`src/rtl/bp_update_controller_if.sv`:
```
// bp_update_controller_if
// Groups the signals between the branch-predictor update controller and
// its neighbours into one bundle.
//   Resolve channel (EX -> controller):
//     res_valid, res_PC, res_target, res_taken, pred_taken, pred_target
//     res_ready (controller -> EX)
//   BTB port:
//     hit_add_in (BTB -> controller): bit 3 = hit, bits 2:0 = entry index
//     PC_BP_wr, BTA_BP_wr, H_BP_wr, add_BP_wr, BP_write_enable
//   Front-end control (controller -> fetch):
//     flush, redirect_PC, mispredict_count
// The slave modport is the controller's view.
// The master modport is the surrounding pipeline/BTB view.
interface bp_update_controller_if;
    logic        res_valid;
    logic        res_ready;
    logic [15:0] res_PC;
    logic [15:0] res_target;
    logic        res_taken;
    logic        pred_taken;
    logic [15:0] pred_target;
    logic [3:0]  hit_add_in;
    logic [15:0] PC_BP_wr;
    logic [15:0] BTA_BP_wr;
    logic        H_BP_wr;
    logic [2:0]  add_BP_wr;
    logic        BP_write_enable;
    logic        flush;
    logic [15:0] redirect_PC;
    logic [7:0]  mispredict_count;

    modport slave (
        input  res_valid, res_PC, res_target, res_taken, pred_taken,
               pred_target, hit_add_in,
        output res_ready, PC_BP_wr, BTA_BP_wr, H_BP_wr, add_BP_wr,
               BP_write_enable, flush, redirect_PC, mispredict_count
    );

    modport master (
        output res_valid, res_PC, res_target, res_taken, pred_taken,
               pred_target, hit_add_in,
        input  res_ready, PC_BP_wr, BTA_BP_wr, H_BP_wr, add_BP_wr,
               BP_write_enable, flush, redirect_PC, mispredict_count
    );
endinterface

```
`src/rtl/bp_update_controller.sv`:
```
// bp_update_controller
// Takes one resolved-branch record at a time from EX.
//   - Flags a mispredict and requests a flush/redirect of the front end.
//   - Looks the branch PC up in the BTB.
//   - Updates the matching entry, or allocates a new entry round-robin for
//     taken branches that miss.
// Ports:
//   clock  : single clock, rising edge
//   reset  : synchronous, active-high
//   bus    : bp_update_controller_if.slave
//            (resolve channel, BTB port, flush/redirect, mispredict counter)
// Parameter:
//   ENTRIES : number of BTB entries; the allocation pointer is 3 bits.
module bp_update_controller #(
    parameter int ENTRIES = 8
) (
    input  logic clock,
    input  logic reset,
    bp_update_controller_if.slave bus
);

    typedef enum logic [1:0] {IDLE, LOOKUP, WRITE} state_t;

    state_t      state;
    state_t      state_next;

    logic [15:0] lat_target;
    logic        lat_taken;
    logic [2:0]  alloc_ptr;
    logic [2:0]  alloc_next;
    logic [2:0]  index_next;
    logic        do_write;
    logic        accept;
    logic        mispredict;
    logic [15:0] redirect_next;

    logic [15:0] pc_q;
    logic [15:0] bta_q;
    logic        hist_q;
    logic [2:0]  addr_q;
    logic        flush_q;
    logic [15:0] redirect_q;
    logic [7:0]  count_q;

    assign bus.res_ready        = (state == IDLE);
    assign accept               = bus.res_valid && (state == IDLE);

    // The strobe is gated by reset so that a reset arriving while in WRITE
    // abandons the update instead of letting the registered WRITE state leak a
    // strobe out during the reset cycle.
    assign bus.BP_write_enable  = (state == WRITE) && !reset;

    assign bus.PC_BP_wr         = pc_q;
    assign bus.BTA_BP_wr        = bta_q;
    assign bus.H_BP_wr          = hist_q;
    assign bus.add_BP_wr        = addr_q;
    assign bus.flush            = flush_q;
    assign bus.redirect_PC      = redirect_q;
    assign bus.mispredict_count = count_q;

    // Next-state logic and the decisions taken in each state.
    // The mispredict check is evaluated against the incoming record, because
    // it only matters in the cycle the record is accepted.
    // The LOOKUP decision picks the entry to write:
    //   - the hit index on a hit;
    //   - the allocation pointer for a taken miss.
    always_comb begin
        state_next    = state;
        index_next    = 3'd0;
        do_write      = 1'b0;
        alloc_next    = alloc_ptr;
        mispredict    = (bus.res_taken != bus.pred_taken) ||
                        (bus.res_taken && (bus.pred_target != bus.res_target));
        redirect_next = bus.res_taken ? bus.res_target : (bus.res_PC + 16'd1);

        case (state)
            IDLE: begin
                if (accept) begin
                    state_next = LOOKUP;
                end
            end
            LOOKUP: begin
                if (bus.hit_add_in[3]) begin
                    index_next = bus.hit_add_in[2:0];
                    do_write   = 1'b1;
                    state_next = WRITE;
                end else if (lat_taken) begin
                    index_next = alloc_ptr;
                    do_write   = 1'b1;
                    alloc_next = (alloc_ptr == 3'(ENTRIES - 1)) ? 3'd0 : alloc_ptr + 3'd1;
                    state_next = WRITE;
                end else begin
                    state_next = IDLE;
                end
            end
            WRITE: begin
                state_next = IDLE;
            end
            default: begin
                state_next = IDLE;
            end
        endcase
    end

    // State register.
    always_ff @(posedge clock) begin
        if (reset) begin
            state <= IDLE;
        end else begin
            state <= state_next;
        end
    end

    // Datapath registers.
    // The record fields are captured on acceptance.
    // The flush pulse is produced by registering (accept && mispredict), so it
    // lasts exactly one cycle.
    // The BTB write fields are loaded on the LOOKUP->WRITE transition, so they
    // are stable while the strobe is high.
    always_ff @(posedge clock) begin
        if (reset) begin
            lat_target <= 16'h0000;
            lat_taken  <= 1'b0;
            alloc_ptr  <= 3'd0;
            pc_q       <= 16'h0000;
            bta_q      <= 16'h0000;
            hist_q     <= 1'b0;
            addr_q     <= 3'd0;
            flush_q    <= 1'b0;
            redirect_q <= 16'h0000;
            count_q    <= 8'h00;
        end else begin
            flush_q   <= accept && mispredict;
            alloc_ptr <= alloc_next;
            if (accept) begin
                pc_q       <= bus.res_PC;
                lat_target <= bus.res_target;
                lat_taken  <= bus.res_taken;
            end
            if (accept && mispredict) begin
                redirect_q <= redirect_next;
                if (count_q != 8'hFF) begin
                    count_q <= count_q + 8'd1;
                end
            end
            if (do_write) begin
                addr_q <= index_next;
                bta_q  <= lat_target;
                hist_q <= lat_taken;
            end
        end
    end

endmodule

```
`src/flat_wrapper.sv`:
```
// flat-port wrapper written by rule: the top's interface ports become plain ports
module bp_update_controller_flat 
#(
    parameter int ENTRIES = 8
)
  (clock, reset, bus_res_valid, bus_res_PC, bus_res_target, bus_res_taken, bus_pred_taken, bus_pred_target, bus_hit_add_in, bus_res_ready, bus_PC_BP_wr, bus_BTA_BP_wr, bus_H_BP_wr, bus_add_BP_wr, bus_BP_write_enable, bus_flush, bus_redirect_PC, bus_mispredict_count);
  bp_update_controller_if bus_i ();
  input  logic clock;
  input  logic reset;
  input wire logic [$bits(bus_i.res_valid)-1:0] bus_res_valid;
  input wire logic [$bits(bus_i.res_PC)-1:0] bus_res_PC;
  input wire logic [$bits(bus_i.res_target)-1:0] bus_res_target;
  input wire logic [$bits(bus_i.res_taken)-1:0] bus_res_taken;
  input wire logic [$bits(bus_i.pred_taken)-1:0] bus_pred_taken;
  input wire logic [$bits(bus_i.pred_target)-1:0] bus_pred_target;
  input wire logic [$bits(bus_i.hit_add_in)-1:0] bus_hit_add_in;
  output wire logic [$bits(bus_i.res_ready)-1:0] bus_res_ready;
  output wire logic [$bits(bus_i.PC_BP_wr)-1:0] bus_PC_BP_wr;
  output wire logic [$bits(bus_i.BTA_BP_wr)-1:0] bus_BTA_BP_wr;
  output wire logic [$bits(bus_i.H_BP_wr)-1:0] bus_H_BP_wr;
  output wire logic [$bits(bus_i.add_BP_wr)-1:0] bus_add_BP_wr;
  output wire logic [$bits(bus_i.BP_write_enable)-1:0] bus_BP_write_enable;
  output wire logic [$bits(bus_i.flush)-1:0] bus_flush;
  output wire logic [$bits(bus_i.redirect_PC)-1:0] bus_redirect_PC;
  output wire logic [$bits(bus_i.mispredict_count)-1:0] bus_mispredict_count;
  assign bus_i.res_valid = bus_res_valid;
  assign bus_i.res_PC = bus_res_PC;
  assign bus_i.res_target = bus_res_target;
  assign bus_i.res_taken = bus_res_taken;
  assign bus_i.pred_taken = bus_pred_taken;
  assign bus_i.pred_target = bus_pred_target;
  assign bus_i.hit_add_in = bus_hit_add_in;
  assign bus_res_ready = bus_i.res_ready;
  assign bus_PC_BP_wr = bus_i.PC_BP_wr;
  assign bus_BTA_BP_wr = bus_i.BTA_BP_wr;
  assign bus_H_BP_wr = bus_i.H_BP_wr;
  assign bus_add_BP_wr = bus_i.add_BP_wr;
  assign bus_BP_write_enable = bus_i.BP_write_enable;
  assign bus_flush = bus_i.flush;
  assign bus_redirect_PC = bus_i.redirect_PC;
  assign bus_mispredict_count = bus_i.mispredict_count;
  bp_update_controller #(.ENTRIES(ENTRIES)) u_core (.clock(clock), .reset(reset), .bus(bus_i));
endmodule
```
`config.mk`:
```
export PLATFORM = sky130hd
export DESIGN_NAME = bp_update_controller_flat
export DESIGN_NICKNAME = d
export VERILOG_FILES = /design/src/rtl/bp_update_controller_if.sv /design/src/rtl/bp_update_controller.sv /design/src/flat_wrapper.sv
export SDC_FILE = /design/constraint.sdc
export NUM_CORES = 1
export LEC_CHECK = 0
export ABC_AREA = 1
export CELL_PAD_IN_SITES_DETAIL_PLACEMENT = 1
export CELL_PAD_IN_SITES_GLOBAL_PLACEMENT = 1
export CORE_MARGIN = 2
export CORE_UTILIZATION = 35
export CTS_BUF_LIST = sky130_fd_sc_hd__clkbuf_16
export CTS_CLUSTER_DIAMETER = 40
export DETAILED_ROUTE_END_ITERATION = 6
export GPL_ROUTABILITY_DRIVEN = 0
export PLACE_DENSITY = 0.84
export REMOVE_ABC_BUFFERS = 1
export SLEW_MARGIN = 20
export SYNTH_ARGS = -nofsm -noshare
export SYNTH_HDL_FRONTEND = slang
export SYNTH_SLANG_ARGS = --single-unit
```
`constraint.sdc`:
```
create_clock -name clock -period 3.35 [get_ports clock]
set_input_delay 0.67 -clock clock [delete_from_list [all_inputs] [get_ports clock]]
set_output_delay 0.67 -clock clock [all_outputs]
set_load 0.03 [all_outputs]
```
==> results.toml, run 1 <==
[pwr]
power.share.sequential = 0.404
intPower_w = 0.00194
power-per-cell-area_nw_per_um2 = 492
p_leak_nw = 2.38
net-switching-power_w = 0.000778
share_of_total_power_in_combinational_logic = 0.196
power.clock.fraction = 0.401
vdd.ir_drop.worst_uv = 208
net_switching_share_of_the_total_power = 0.287

[hold_path]
min_delay_path_class = "flip-flop to flip-flop"
hp-start = "u_core.bus.H_BP_wr$_SDFFE_PP0P_"
timing.hold.worst_path_depth = 2
min_delay_worst_endpoint = "u_core.bus.H_BP_wr$_SDFFE_PP0P_"

[route]
drc_errors = 0
vias_per_cell = 4.86
route.final.wire_length_mm = 12.6
wl_per_cell_um = 15.2
first_iter_violations = 205
vias_post_dr = 4033
first_pass_drt_iterations = 4
postRouteAntennaNets = 0

[finish]
finish.instance_area_um2 = 5520
final_instance_count_excl_fillers = 829
finish.net_count = 745
drive_above_1_share = 0.0493
layout_common_cells = "sky130_fd_sc_hd__nand2_1 (125), sky130_fd_sc_hd__clkdlybuf4s50_1 (119), sky130_fd_sc_hd__nor2_1 (107), sky130_fd_sc_hd__dfxtp_1 (83), sky130_fd_sc_hd__o21ai_0 (68)"
layout.core_utilization = 0.509
mostFrequentLayoutCell = "sky130_fd_sc_hd__nand2_1"
filler_cell_count = 1419
area_growth_syn_to_layout_pct = 41.7
insertedDiodeCount = 0

[synth]
synth_area_leader_cell = "sky130_fd_sc_hd__dfxtp_1"
yosysWarnings = 0
number_of_synthesized_flops_with_an_enable_pin = 0
postSynth.topFlopCell = "sky130_fd_sc_hd__dfxtp_1"
asyncSetResetFlopFracSynth = 0
synth.distinct_cells = 30
seq_area_frac_synth = 0.426
yosys.area.top_type_share = 0.426
synthTopCellsByArea = "sky130_fd_sc_hd__dfxtp_1 (43%), sky130_fd_sc_hd__nand2_1 (12%), sky130_fd_sc_hd__nor2_1 (10%), sky130_fd_sc_hd__o21ai_0 (8.7%), sky130_fd_sc_hd__inv_1 (5.6%)"
avgSynthCellArea_um2 = 6.79
syn_inst = 574
syn_area_um2 = 3900
ys_seq_elements = 83

[cts]
clock-sinks = 83
holdBufCountCts = 0
cts_resized = 0
clock_tree_from_tritoncts = "yes"
clock_tree.root_cell = "sky130_fd_sc_hd__clkbuf_16"
cts_buf_count = 9
worst_skew_pair.late_latency_ns = 0.34
htreeDepth = 3
clk_path_buf_depth = 2
cts.reportedPaths.clkPinSlew_ns = 0.07
postCtsSetupRepairBufs = 0

[critical_path]
critical_path.endpoint_type = "output pin"
r2r_setup_slack_ns = 1.38
worst-endpoint-arrival_ns = 1.96
worst_ep_required_time_ns = 2.68
crit_path_start_kind = "input pin"
setup.worst_path.class = "input pin to output pin"
reg2reg_to = "u_core.bus.mispredict_count[2]$_SDFFE_PP0P_"
crit_fanout = 2
timing.rr.start = "u_core.bus.mispredict_count[1]$_SDFFE_PP0P_"
reg2reg_depth = 7

[global_route]
antenna_found_initial = 0
globalRouteTotalUtil = 0.222
grt_first_pass_wirelength_mm = 20.7
global_route.overflow_total = 0
via_count_of_the_first_global_routing_pass = 4279
grt_start_max_net_pins = 54

[floorplanning]
dieArea_um2 = 12000
dieHeight_um = 110
row_count = 38
core_region_area_um2 = 10800
die-width_um = 110
floorplan.io_pins = 120
initial_utilization = 0.359

[placed_design]
dp_hpwl_mm = 9.43
detailedPlace.worstSlack_ns = 0.556
number_of_placed_instances_taps_included = 813
placement.cell_area_um2 = 5200
placement.io_buffers = 119

[timing]
maximum_clock_skew_at_final_layout_ns = 0.00623
clock_period_minus_worst_slack_ns = 2.63
slew_headroom = 0.540
max_clock_freq_ghz = 0.380
grt_setup_unrepaired = "false"
setup_slack_ns = 0.719
worst_slew_pin_slew_ns = 0.690
timing.final.crit_share = 0.785
setup_violations = 0
report.final.hold_viol_count = 0
final.setup.tns_ns = 0
final-max-slew-violation-count = 0

[flow_run]
maxCapViolations = 0

[status]
status = "complete, no violations"
## per-stage QoR
stage / hold slack (ns) / power [W]
3_3_place_gp: 0.460 / 0.00163
6_report: 0.479 / 0.00271
5_1_grt: 0.503 / 0.00283
2_1_floorplan: 0.450 / 0.00139
4_1_cts: 0.484 / 0.00273
3_5_place_dp: 0.470 / 0.00165
## cells in the mapped netlist, types with 2 or more instances
library cell / n
sky130_fd_sc_hd__inv_1: 58
sky130_fd_sc_hd__o21ai_0: 68
sky130_fd_sc_hd__dfxtp_1: 83
sky130_fd_sc_hd__xnor2_1: 5
sky130_fd_sc_hd__nand3_1: 17
sky130_fd_sc_hd__clkbuf_1: 17
sky130_fd_sc_hd__a21oi_1: 37
sky130_fd_sc_hd__a22oi_1: 3
sky130_fd_sc_hd__nand2_1: 125
sky130_fd_sc_hd__buf_2: 6
sky130_fd_sc_hd__nor3_1: 5
sky130_fd_sc_hd__nor2_2: 3
sky130_fd_sc_hd__buf_6: 2
sky130_fd_sc_hd__xor2_1: 9
sky130_fd_sc_hd__ha_1: 4
sky130_fd_sc_hd__a21oi_2: 4
sky130_fd_sc_hd__nand4_1: 9
sky130_fd_sc_hd__nor2_1: 107
## per-layer routing
metal | vias to the layer above | GRT usage | wire length (um) | share of wire
li1 | 2033 | - | - | -
met1 | 1893 | 0.261 | 5350 | 0.43
met2 | 89 | 0.406 | 6490 | 0.52
met3 | 18 | 0.0308 | 503 | 0.040
met4 | 0 | 0.0832 | 221 | 0.018
met5 | - | 0 | 0 | 0
## how the worst max path moves through the flow
| stage | cells past startpoint | startpoint | end |
|---|---|---|---|
| 5_1_grt | 3 | reset | bus_BP_write_enable |
| 6_report | 3 | reset | bus_BP_write_enable |
| 3_3_place_gp | 12 | bus_res_target[13] | u_core.bus.redirect_PC[5]$_SDFFE_PP0P_ |
| 3_5_place_dp | 12 | bus_res_target[13] | u_core.bus.redirect_PC[1]$_SDFFE_PP0P_ |
| 2_1_floorplan | 4 | bus_res_valid | u_core.bus.PC_BP_wr[0]$_SDFFE_PP0P_ |
| 4_1_cts | 3 | reset | bus_BP_write_enable |
## state kept, by name (all words and copies together) (netlist names)
register	flops
u_core.bus.BTA_BP_wr	16
u_core.bus.PC_BP_wr	16
u_core.bus.redirect_PC	16
u_core.lat_target	16
u_core.bus.mispredict_count	8
u_core.alloc_ptr	3
u_core.bus.add_BP_wr	3
u_core.state	2
u_core.bus.H_BP_wr	1
u_core.bus.flush	1
u_core.lat_taken	1
## power groups by stage
stage | clock network (W) | registers (W) | logic (W)
after global placement | 0 | 0.00111 | 0.000518
final | 0.00109 | 0.00110 | 0.000532
after detailed placement | 0 | 0.00112 | 0.000533
after CTS | 0.00110 | 0.00110 | 0.000537
after global routing | 0.00114 | 0.00110 | 0.000585
after floorplan | 0 | 0.00120 | 0.000182
## final cells by class
cell class	instances	area, um2	area share
Sequential cell	83	1660	0.301
Inverter	60	225	0.0408
Clock inverter	7	98.8	0.0179
Clock buffer	9	225	0.0408
Tap cell	140	175	0.0317
Timing Repair Buffer	125	1250	0.226
Multi-Input combinational cell	405	1890	0.342
## kinds of logic after synthesis
group,after synthesis,synth area share
DFF,83,0.426
buffers and inverters,86,0.0896
xor gates and xnor gates,14,0.0315
and+or+nand+nor,273,0.286
adders and majority gates,4,0.0128
AOI/OAI and AO/OA,114,0.153
## worst max-delay path, stage by stage
cell and delay [ns]:
sky130_fd_sc_hd__clkdlybuf4s50_1 0.42, sky130_fd_sc_hd__nor3_1 0.17, sky130_fd_sc_hd__clkdlybuf4s50_1 0.69
Power figures use the tool's default switching activity.
==> run 2: changes to the inputs <==
Settings changed: CORE_UTILIZATION 35 to 29, PLACE_DENSITY 0.84 to 0.74.
Clock period 3.35 ns to 2.2 ns, I/O delays scaled along.
==> results.toml, run 2 (synthesized netlist as in run 1, its figures left out) <==
[finish]
drive_above_1_share = 0.0730
filler_cell_count = 1662
layout_common_cells = "sky130_fd_sc_hd__nand2_1 (125), sky130_fd_sc_hd__clkdlybuf4s50_1 (118), sky130_fd_sc_hd__nor2_1 (107), sky130_fd_sc_hd__dfxtp_1 (83), sky130_fd_sc_hd__o21ai_0 (68)"
mostFrequentLayoutCell = "sky130_fd_sc_hd__nand2_1"
area_occupied_by_multi_input_gates_um2 = 1890
regArea_um2 = 1660
insertedDiodeCount = 0
final_instance_count_excl_fillers = 888
area_growth_syn_to_layout_pct = 46.0
finish.net_count = 768

[critical_path]
cp_slowest_stage_delay_ns = 0.69
setup.worst_path.class = "flip-flop to output pin"
reg2reg_to = "u_core.bus.mispredict_count[4]$_SDFFE_PP0P_"
crit_fanout = 3
reg2reg_depth = 7
crit_path_start_kind = "flip-flop"
timing.rr.start = "u_core.bus.mispredict_count[0]$_SDFFE_PP0P_"
cp_slowest_cell = "sky130_fd_sc_hd__clkdlybuf4s50_1"
critical_path.endpoint_type = "output pin"
worst_ep_required_time_ns = 1.76
worst-endpoint-arrival_ns = 1.49
cp-startpoint = "u_core.state[0]$_SDFFE_PP0P_"
r2r_setup_slack_ns = 0.50
cp_cell_sequence = "nor2_1 > clkdlybuf4s50_1"

[pwr]
intPower_w = 0.00283
net_switching_share_of_the_total_power = 0.284
power.clock.fraction = 0.364
p_leak_nw = 2.48
p_total_w = 0.00395
vdd.ir_drop.worst_uv = 329
power.share.sequential = 0.423
net-switching-power_w = 0.00112
share_of_total_power_in_combinational_logic = 0.213
power-per-cell-area_nw_per_um2 = 694

[hold_path]
min_delay_worst_endpoint = "u_core.bus.H_BP_wr$_SDFFE_PP0P_"
timing.hold.worst_path_depth = 2
hp-start = "u_core.bus.H_BP_wr$_SDFFE_PP0P_"
min_delay_path_class = "flip-flop to flip-flop"

[global_route]
antenna_found_initial = 0
global_route.overflow_total = 0
grt_first_pass_wirelength_mm = 21.2
grt_start_max_net_pins = 40
via_count_of_the_first_global_routing_pass = 4368
globalRouteTotalUtil = 0.184

[cts]
postCtsSetupRepairBufs = 0
cts_buf_count = 9
htreeDepth = 3
clock-sinks = 83
holdBufCountCts = 0
worst_skew_pair.late_latency_ns = 0.34
cts_resized = 0
clock_tree_from_tritoncts = "yes"
clk_path_buf_depth = 2
cts.reportedPaths.clkPinSlew_ns = 0.06
clock_tree.root_cell = "sky130_fd_sc_hd__clkbuf_16"

[timing]
maximum_clock_skew_at_final_layout_ns = 0.00584
report.final.hold_viol_count = 0
setup_slack_ns = 0.274
final-max-slew-violation-count = 0
slew_headroom = 0.756
grt_setup_unrepaired = "false"
setup_violations = 0
worst_slew_pin_slew_ns = 0.365
clock_period_minus_worst_slack_ns = 1.93
max_clock_freq_ghz = 0.519
timing.final.crit_share = 0.875

[route]
first_pass_drt_iterations = 4
vias_post_dr = 4103
vias_per_cell = 4.62
postRouteAntennaNets = 0
drc_errors = 0
route.final.wire_length_mm = 12.7
first_iter_violations = 246
wl_per_cell_um = 14.3

[placed_design]
detailedPlace.worstSlack_ns = -0.0474
number_of_placed_instances_taps_included = 872
dp_hpwl_mm = 9.79
placement.io_buffers = 119

[status]
status = "complete, no violations"

[floorplanning]
core_region_area_um2 = 13200
initial_utilization = 0.295
dieHeight_um = 120
floorplan.io_pins = 120
die-width_um = 120
row_count = 42
dieArea_um2 = 14400

[flow_run]
maxCapViolations = 0
run 2: cell types whose count changed in the layout (fill, tap and decap cells not counted), sizes merged:
cell,before,now
bufinv,2,1
clkinvlp,1,0
buf,6,30
clkinv,2,5
clkdlybuf4s50,119,118
inv,62,61
run 2: metal layers:
metal  global-route usage  vias to the layer above  share of wire
li1                     -                     2085              -
met1                0.222                     1921           0.45
met2                0.330                       80           0.50
met3               0.0285                       17          0.036
met4               0.0618                        0          0.016
met5                    0                        -              0
run 2: layout make-up:
| class | count | share of cell area |
|---|---|---|
| sequential | 83 | 0.292 |
| inverter | 60 | 0.0396 |
| timing repair buffer | 148 | 0.249 |
| multi-input combinational | 405 | 0.331 |
| tap | 176 | 0.0387 |
| clock buffer | 9 | 0.0396 |
| clock inverter | 7 | 0.00924 |
run 2: critical path: cells and delay by family (launching register included):
| kind | cells | cell delay [ns] |
|---|---|---|
| buf+inv | 1 | 0.69 |
| flops | 1 | 0.33 |
| simple gates | 1 | 0.13 |
run 2: per-stage QoR:
step                utilization  cell area [um2]  setup TNS, ns  hold WS (ns)
detailed placement        0.410             5410         -0.165         0.465
global placement          0.410             5410              0         0.460
floorplan                     -             3770              0         0.450
finish                    0.431             5690              0         0.471
CTS                       0.431             5690              0         0.475
global route              0.431             5690              0         0.490
run 2: power groups by stage:
| stage | Combinational, W | Sequential [W] | Clock, W |
|---|---|---|---|
| 2_1_floorplan | 0.000277 | 0.00183 | 0 |
| 3_3_place_gp | 0.000828 | 0.00170 | 0 |
| 3_5_place_dp | 0.000848 | 0.00170 | 0 |
| 4_1_cts | 0.000853 | 0.00167 | 0.00146 |
| 5_1_grt | 0.000928 | 0.00168 | 0.00152 |
| 6_report | 0.000842 | 0.00167 | 0.00144 |
run 2: worst max-delay path by stage:
| stage | to | slack, ns |
|---|---|---|
| final | bus_res_ready | 0.27 |
| after detailed placement | u_core.bus.redirect_PC[14]$_SDFFE_PP0P_ | -0.05 |
| after floorplan | u_core.bus.PC_BP_wr[0]$_SDFFE_PP0P_ | 0.07 |
| after CTS | bus_res_ready | 0.25 |
| after global placement | u_core.bus.mispredict_count[1]$_SDFFE_PP0P_ | 0.01 |
| after global routing | u_core.bus.redirect_PC[14]$_SDFFE_PP0P_ | 0.08 |
